`src/rtl/kb_frame_rx.sv`:
```
// PS/2 device-to-host frame receiver: start, 8 data LSB first, odd parity, stop.
// Ports: clk, i_sclr (sync reset), i_edge_en (sample strobe), i_ps2_data (raw line),
//        o_data (last good byte), o_valid / o_parity_err / o_frame_err / o_timeout (1-cycle pulses).
module kb_frame_rx #(
  parameter int TIMEOUT_CYCLES = 100000
) (
  input  logic       clk,
  input  logic       i_sclr,
  input  logic       i_edge_en,
  input  logic       i_ps2_data,
  output logic [7:0] o_data,
  output logic       o_valid,
  output logic       o_parity_err,
  output logic       o_frame_err,
  output logic       o_timeout
);

  localparam int CW = $clog2(TIMEOUT_CYCLES);

  typedef enum logic [1:0] {
    S_IDLE,
    S_DATA,
    S_PARITY,
    S_STOP
  } state_t;

  state_t          state_q, state_d;
  logic [1:0]      sync_q;
  logic [7:0]      shreg_q, shreg_d;
  logic [2:0]      bcnt_q, bcnt_d;
  logic [CW-1:0]   wd_q, wd_d;
  logic            par_q, par_d;
  logic [7:0]      data_q, data_d;
  logic            valid_q, valid_d;
  logic            perr_q, perr_d;
  logic            ferr_q, ferr_d;
  logic            tout_q, tout_d;
  logic            sd;
  logic            wd_term;

  assign sd      = sync_q[1];
  assign wd_term = (wd_q == CW'(TIMEOUT_CYCLES - 1));

  always_ff @(posedge clk) begin
    if (i_sclr) begin
      sync_q  <= 2'b11;
      state_q <= S_IDLE;
      shreg_q <= '0;
      bcnt_q  <= '0;
      wd_q    <= '0;
      par_q   <= 1'b0;
      data_q  <= 8'h00;
      valid_q <= 1'b0;
      perr_q  <= 1'b0;
      ferr_q  <= 1'b0;
      tout_q  <= 1'b0;
    end else begin
      sync_q  <= {sync_q[0], i_ps2_data};
      state_q <= state_d;
      shreg_q <= shreg_d;
      bcnt_q  <= bcnt_d;
      wd_q    <= wd_d;
      par_q   <= par_d;
      data_q  <= data_d;
      valid_q <= valid_d;
      perr_q  <= perr_d;
      ferr_q  <= ferr_d;
      tout_q  <= tout_d;
    end
  end

  always_comb begin
    state_d = state_q;
    shreg_d = shreg_q;
    bcnt_d  = bcnt_q;
    par_d   = par_q;
    data_d  = data_q;
    valid_d = 1'b0;
    perr_d  = 1'b0;
    ferr_d  = 1'b0;
    tout_d  = 1'b0;

    // Watchdog only runs while a frame is in progress
    if (state_q == S_IDLE || i_edge_en) begin
      wd_d = '0;
    end else begin
      wd_d = wd_q + CW'(1);
    end

    if (i_edge_en) begin
      unique case (state_q)
        S_IDLE: begin
          if (!sd) begin
            state_d = S_DATA;
            bcnt_d  = '0;
          end
        end
        S_DATA: begin
          shreg_d = {sd, shreg_q[7:1]};
          bcnt_d  = bcnt_q + 3'd1;
          if (bcnt_q == 3'd7) begin
            state_d = S_PARITY;
          end
        end
        S_PARITY: begin
          par_d   = sd;
          state_d = S_STOP;
        end
        S_STOP: begin
          state_d = S_IDLE;
          if (!sd) begin
            ferr_d = 1'b1;
          end else if (^{shreg_q, par_q} != 1'b1) begin
            perr_d = 1'b1;
          end else begin
            data_d  = shreg_q;
            valid_d = 1'b1;
          end
        end
        default: state_d = S_IDLE;
      endcase
    end else if (state_q != S_IDLE && wd_term) begin
      state_d = S_IDLE;
      wd_d    = '0;
      tout_d  = 1'b1;
    end
  end

  assign o_data       = data_q;
  assign o_valid      = valid_q;
  assign o_parity_err = perr_q;
  assign o_frame_err  = ferr_q;
  assign o_timeout    = tout_q;

endmodule

```
`config.mk`:
```
export PLATFORM = sky130hd
export DESIGN_NAME = kb_frame_rx
export DESIGN_NICKNAME = d
export VERILOG_FILES = /design/src/rtl/kb_frame_rx.sv
export SDC_FILE = /design/constraint.sdc
export NUM_CORES = 1
export LEC_CHECK = 0
export BUFFER_PORTS_ARGS = -buffer_cell sky130_fd_sc_hd__buf_2
export CAP_MARGIN = 20
export CELL_PAD_IN_SITES_DETAIL_PLACEMENT = 1
export CELL_PAD_IN_SITES_GLOBAL_PLACEMENT = 2
export CORE_MARGIN = 3
export CORE_UTILIZATION = 33
export CTS_BUF_LIST = sky130_fd_sc_hd__clkbuf_16
export CTS_CLUSTER_SIZE = 8
export DETAILED_ROUTE_END_ITERATION = 7
export PLACE_DENSITY = 0.74
export SYNTH_ARGS = -nofsm -noshare
export SYNTH_HDL_FRONTEND = slang
export SYNTH_SLANG_ARGS = --single-unit
```
`constraint.sdc`:
```
create_clock -name clk -period 1.6 [get_ports clk]
set_input_delay 0.4 -clock clk [delete_from_list [all_inputs] [get_ports clk]]
set_output_delay 0.4 -clock clk [all_outputs]
set_load 0.005 [all_outputs]
```
======== After elaboration in Yosys (flattened, before gate mapping) ========
Cells that the tools add are included.
cells by class
  $add $sub $neg .......................... 2
  eq/ne operators ......................... 8
  mux-type cells .......................... 14
  bitwise gates (word level) .............. 3
  reductions and logical operators ........ 15
operators with widths
  kind                                                 number
  two-way mux 17 bit                                   3
  adder 17 x 1 -> 17 bit, second input constant        1
  equality test 17 bit, second input constant          1
  XOR reduction 9 bit                                  1
  two-way mux 2 bit                                    4
  case mux 2 bit (4 select lines)                      1
  != test 3 bit, second input constant                 2
  case mux 3 bit (2 select lines)                      1
  AND reduction 3 bit                                  2
  nonzero test 2 bit                                   3
  equality test 2 bit, second input constant           2
  two-way mux 1 bit                                    4
  AND reduction 2 bit                                  2
  AND reduction 4 bit                                  1
  OR reduction 4 bit                                   1
  adder 3 x 1 -> 3 bit, second input constant          1
  equality test 3 bit, second input constant           1
  two-way mux 3 bit                                    1
  inverter 1 bit                                       3
  OR reduction 3 bit                                   1
  equality test 2 x 1 -> 1 bit, second input constant  1
  logical NOT 2 bit                                    1
  != test 2 bit, second input constant                 1
  OR reduction 2 bit                                   1
  2 further kinds                                      2
word-level totals
  register bits ........................... 45
  input port bits ......................... 4
  output and inout bits ................... 12

======== Depth between registers and ports, before layout ========
  word-level depth ........................ 5
  mapped depth ............................ 8

======== Worst setup path before layout ========
Ideal clock, no wire load.
  path type ............................... reg-to-reg
  start point ............................. reg state_q[0]
  end point ............................... reg wd_q[13]
  setup time .............................. 0.065 ns
  arrival time ............................ 1.703 ns
  data required time ...................... 1.535 ns
  path slack .............................. -0.168 ns
  stages on the path, launching flop included .. 8
  buffers on the path ..................... 2
  cell sequence ........................... dfxtp_1 inv_1 ha_1 clkbuf_1 or3_1 nand2b_1 clkbuf_1 nor2_1
on the way
  word-level cells in the longest chain between the ends .. 5
ends and longest elaborated chain
  what                      RTL line  source
  start: declaration        27        state_t state_q, state_d;
  start signal: assignment  59        state_q <= state_d;
  logical NOT 2 bit         84        if (state_q == S_IDLE || i_edge_en) begin
  logical OR 1 bit          84
  two-way mux 17 bit        84
  two-way mux 17 bit        122       end else if (state_q != S_IDLE && wd_term) begin
  two-way mux 17 bit *      90        if (i_edge_en) begin
  end signal: assignment    62        wd_q <= wd_d;
  end: declaration          31        logic [CW-1:0] wd_q, wd_d;
Mark *: on every way between the ends. The rest lies on a longest branch, timed or not.
A chain may end at the register's enable or synchronous reset.

======== Worst setup path in the final report ========
  start point ............................. reg shreg_q[5]
  end point ............................... reg valid_q, in the netlist o_valid
on the way
  word-level cells in the longest chain between the ends .. 2
ends and longest elaborated chain
  what                      RTL line  source
  start: declaration        29        logic [7:0] shreg_q, shreg_d;
  start signal: assignment  60        shreg_q <= shreg_d;
  XOR reduction 9 bit       113       end else if (^{shreg_q, par_q} != 1'b1) begin
  two-way mux 1 bit         113
  end signal: assignment    65        valid_q <= valid_d;
  end: declaration          34        logic valid_q, valid_d;
Every way passes these cells.

==> metrics.txt <==
HP Start i_ps2_data; Post-synth ARST share 0; most used routing layer met2; CP max FO 8; TritonCTS buffer count 5; core area 0.00571 mm2; IO Count 16; Worst Path Class, Setup flop to flop; DRT Wirelength 4430 um; Vias 1648; Post-Route Setup TNS 0 ns; minimum clock period 1.59 ns; Crit path required time 1.77 ns; CTS max path bufs 2; Iter 0 DRT Violations 60; ANT nets after route 0; max-slew violation count 0; first-pass GRT wire length 7640 um; WHS 0.295 ns; crit-path cells xnor2_2 > xnor2_2 > xnor3_1 > nor2b_4 > buf_12 > nor2b_1; min-delay worst type input port to flop; Max Clock Freq 0.630 GHz; Area growth syn-to-layout 29.0%; Max-cap violations 0; initial antenna violation count 0; final net count 283; CP max stage delay 0.36 ns; most frequent CP cell xnor2_2; Arr. time, crit path 1.76 ns; RD Place Congestion 0.690; Skew-Pair Late Insertion Delay 0.28 ns; Ant. Diodes 0; Power, Total 0.00222 W; DP HPWL 3060 um; Yosys reg bits 45; delay-heaviest family, CP XOR/XNOR gates; die extent in x 84.3 um; Final setup viols 0; CTS tree done; Final Hold Fails 0; syn_nets 238; status finished, final reports clean; Unique masters post-synth 34; IR drop worst, VDD 0.651 mV; row count 27; WL/cell 12.9 um; grt total ovfl 0; met2 usage 0.209; Ys Warns 0; top_reg_cell synth dfxtp_1; Worst setup EP type flop; Post-Syn Area per Cell 8.90 um2; fin util 0.456; DR DRC count 0; LEAKAGE 0.970 nW; Fin Clk Skew 0.00498 ns; Slew headroom 0.793; layout cells sized above 1 0.265; worst path buffer plus inverter count 1; unrepaired setup endpoints after global routing true; Max H-tree Level 2; CP startpoint shreg_q[5]; sequential share of the synthesized area 0.446; worst r2r src shreg_q[5]; met1 Use GR 0.172; clk sinks 45; met3 GRT Util 0.0324; number of synthesized flops with an enable pin 0; Worst-path clk slew 0.06 ns; Worst setup SP type flop; Slowest cell on crit path xnor3_1; Pre-Repair DR Iteration Count 4; crit share post-route 0.992; root buffer cell clkbuf_16; All-Layer GR Usage 0.131; Worst-Margin Slew 0.311 ns; starting density of the core 0.354; number of port buffers 15; post-synthesis cell area 0.00202 mm2; vias in the first global route 1667; Syn Inst Count 227; vias per cell 4.79; DIE AREA 0.00710 mm2; Die Y 84.3 um; Pwr Density 851 mW/mm2; pin count of the biggest net entering global routing 35
[metal layers]
layer	vias to the layer above	share of wire
li1	850	-
met1	775	0.51
met2	16	0.45
met3	7	0.026
met4	0	0.014
met5	-	0
[what timing repair did]
action                     4_1_cts  5_1_grt
setup buffers                    2        8
resized for setup                1       13
cloned                           0        1
pin swaps                        1        4
setup endpoints to repair        7       24
hold buffers                     0        0
[placed cells by master, fill, tap and decap left out, types with 2 or more instances in the layout]
master / n
o211ai_1: 2
nand2_1: 22
o21ai_0: 3
inv_1: 7
a21o_1: 2
a32oi_1: 2
ha_1: 7
xnor2_2: 3
buf_2: 15
nand4_1: 4
dfxtp_1: 38
buf_4: 31
nor3_1: 3
clkbuf_16: 5
a21oi_1: 15
xor2_1: 10
or2_1: 3
or2b_1: 2
or3_4: 2
mux2i_1: 8
nor2_1: 23
nand2b_1: 12
xnor2_1: 9
nand3_1: 18
nor2b_1: 2
dfxtp_2: 7
[cell usage after synthesis, types with 2 or more instances]
| cell type | n | share of area |
|---|---|---|
| dfxtp_1 | 45 | 0.45 |
| a32oi_1 | 2 | 0.0087 |
| or2_1 | 3 | 0.0093 |
| nand4_1 | 4 | 0.012 |
| nand3_1 | 18 | 0.045 |
| nor3_1 | 4 | 0.0099 |
| xnor2_1 | 12 | 0.052 |
| inv_1 | 7 | 0.013 |
| nor2_1 | 23 | 0.043 |
| xor2_1 | 10 | 0.043 |
| ha_1 | 7 | 0.043 |
| o211ai_1 | 2 | 0.0074 |
| clkbuf_1 | 9 | 0.017 |
| mux2i_1 | 8 | 0.040 |
| or3_1 | 2 | 0.0062 |
| nand2_1 | 22 | 0.041 |
| nor2b_1 | 2 | 0.0062 |
| a21oi_1 | 15 | 0.037 |
| a21o_1 | 2 | 0.0074 |
| nand2b_1 | 13 | 0.040 |
| o21ai_0 | 3 | 0.0074 |
| or2b_1 | 2 | 0.0074 |
[registers in the layout (all words and copies together) (netlist names)]
signal        flops
shreg_q           8
wd_q             17
o_timeout         1
par_q             1
o_frame_err       1
sync_q            2
o_parity_err      1
o_data            8
state_q           2
bcnt_q            3
o_valid           1
[final timing paths]
kind | to | slack, ns | depth (start not counted)
worst max register to register | o_valid | 0.01 | 6
worst min register to register | sync_q[1] | 0.40 | 1
worst min-delay path | sync_q[0] | 0.29 | 2
worst max-delay path | o_valid | 0.01 | 6
[power by group]
group	internal (W)	switching, W	total (W)	leakage [nW]
combinational	0.0000426	0.0000595	0.000102	0.540
clock	0.000564	0.000419	0.000983	0.0633
sequential	0.00113	0.00000516	0.00113	0.366
[kinds of logic after synthesis]
| logic type | share of synthesized area |
|---|---|
| flops | 0.446 |
| simple gates | 0.247 |
| compound gates | 0.0823 |
| fa+ha+maj | 0.0433 |
| mux | 0.0396 |
| buf+inv | 0.0353 |
| xor+xnor | 0.106 |
[cell type report]
type	instances	area [um2]
Clock inverter	2	11.3
Multi-Input combinational cell	166	1120
Inverter	7	26.3
Sequential cell	45	910
Timing Repair Buffer	47	328
Tap cell	72	90.1
Clock buffer	5	125
Fill cell	666	3100
[worst register-to-register path, stage by stage, from the launching register on]
cell,delay (ns)
dfxtp_2,0.33
xnor2_2,0.14
xnor2_2,0.22
xnor3_1,0.36
nor2b_4,0.15
buf_12,0.15
nor2b_1,0.12
[through the flow]
| step | area [um2] | std cells | setup slack [ns] |
|---|---|---|---|
| after CTS | 2530 | 341 | -0.0133 |
| after global routing | 2610 | 344 | -0.0475 |
| final | 2610 | 344 | 0.0125 |
| after detailed placement | 2360 | 332 | -0.0187 |
| after floorplan | 2050 | 227 | 0.0101 |
| after global placement | 2360 | 332 | 0.0603 |
No activity file was read; power rests on OpenSTA's default activity.
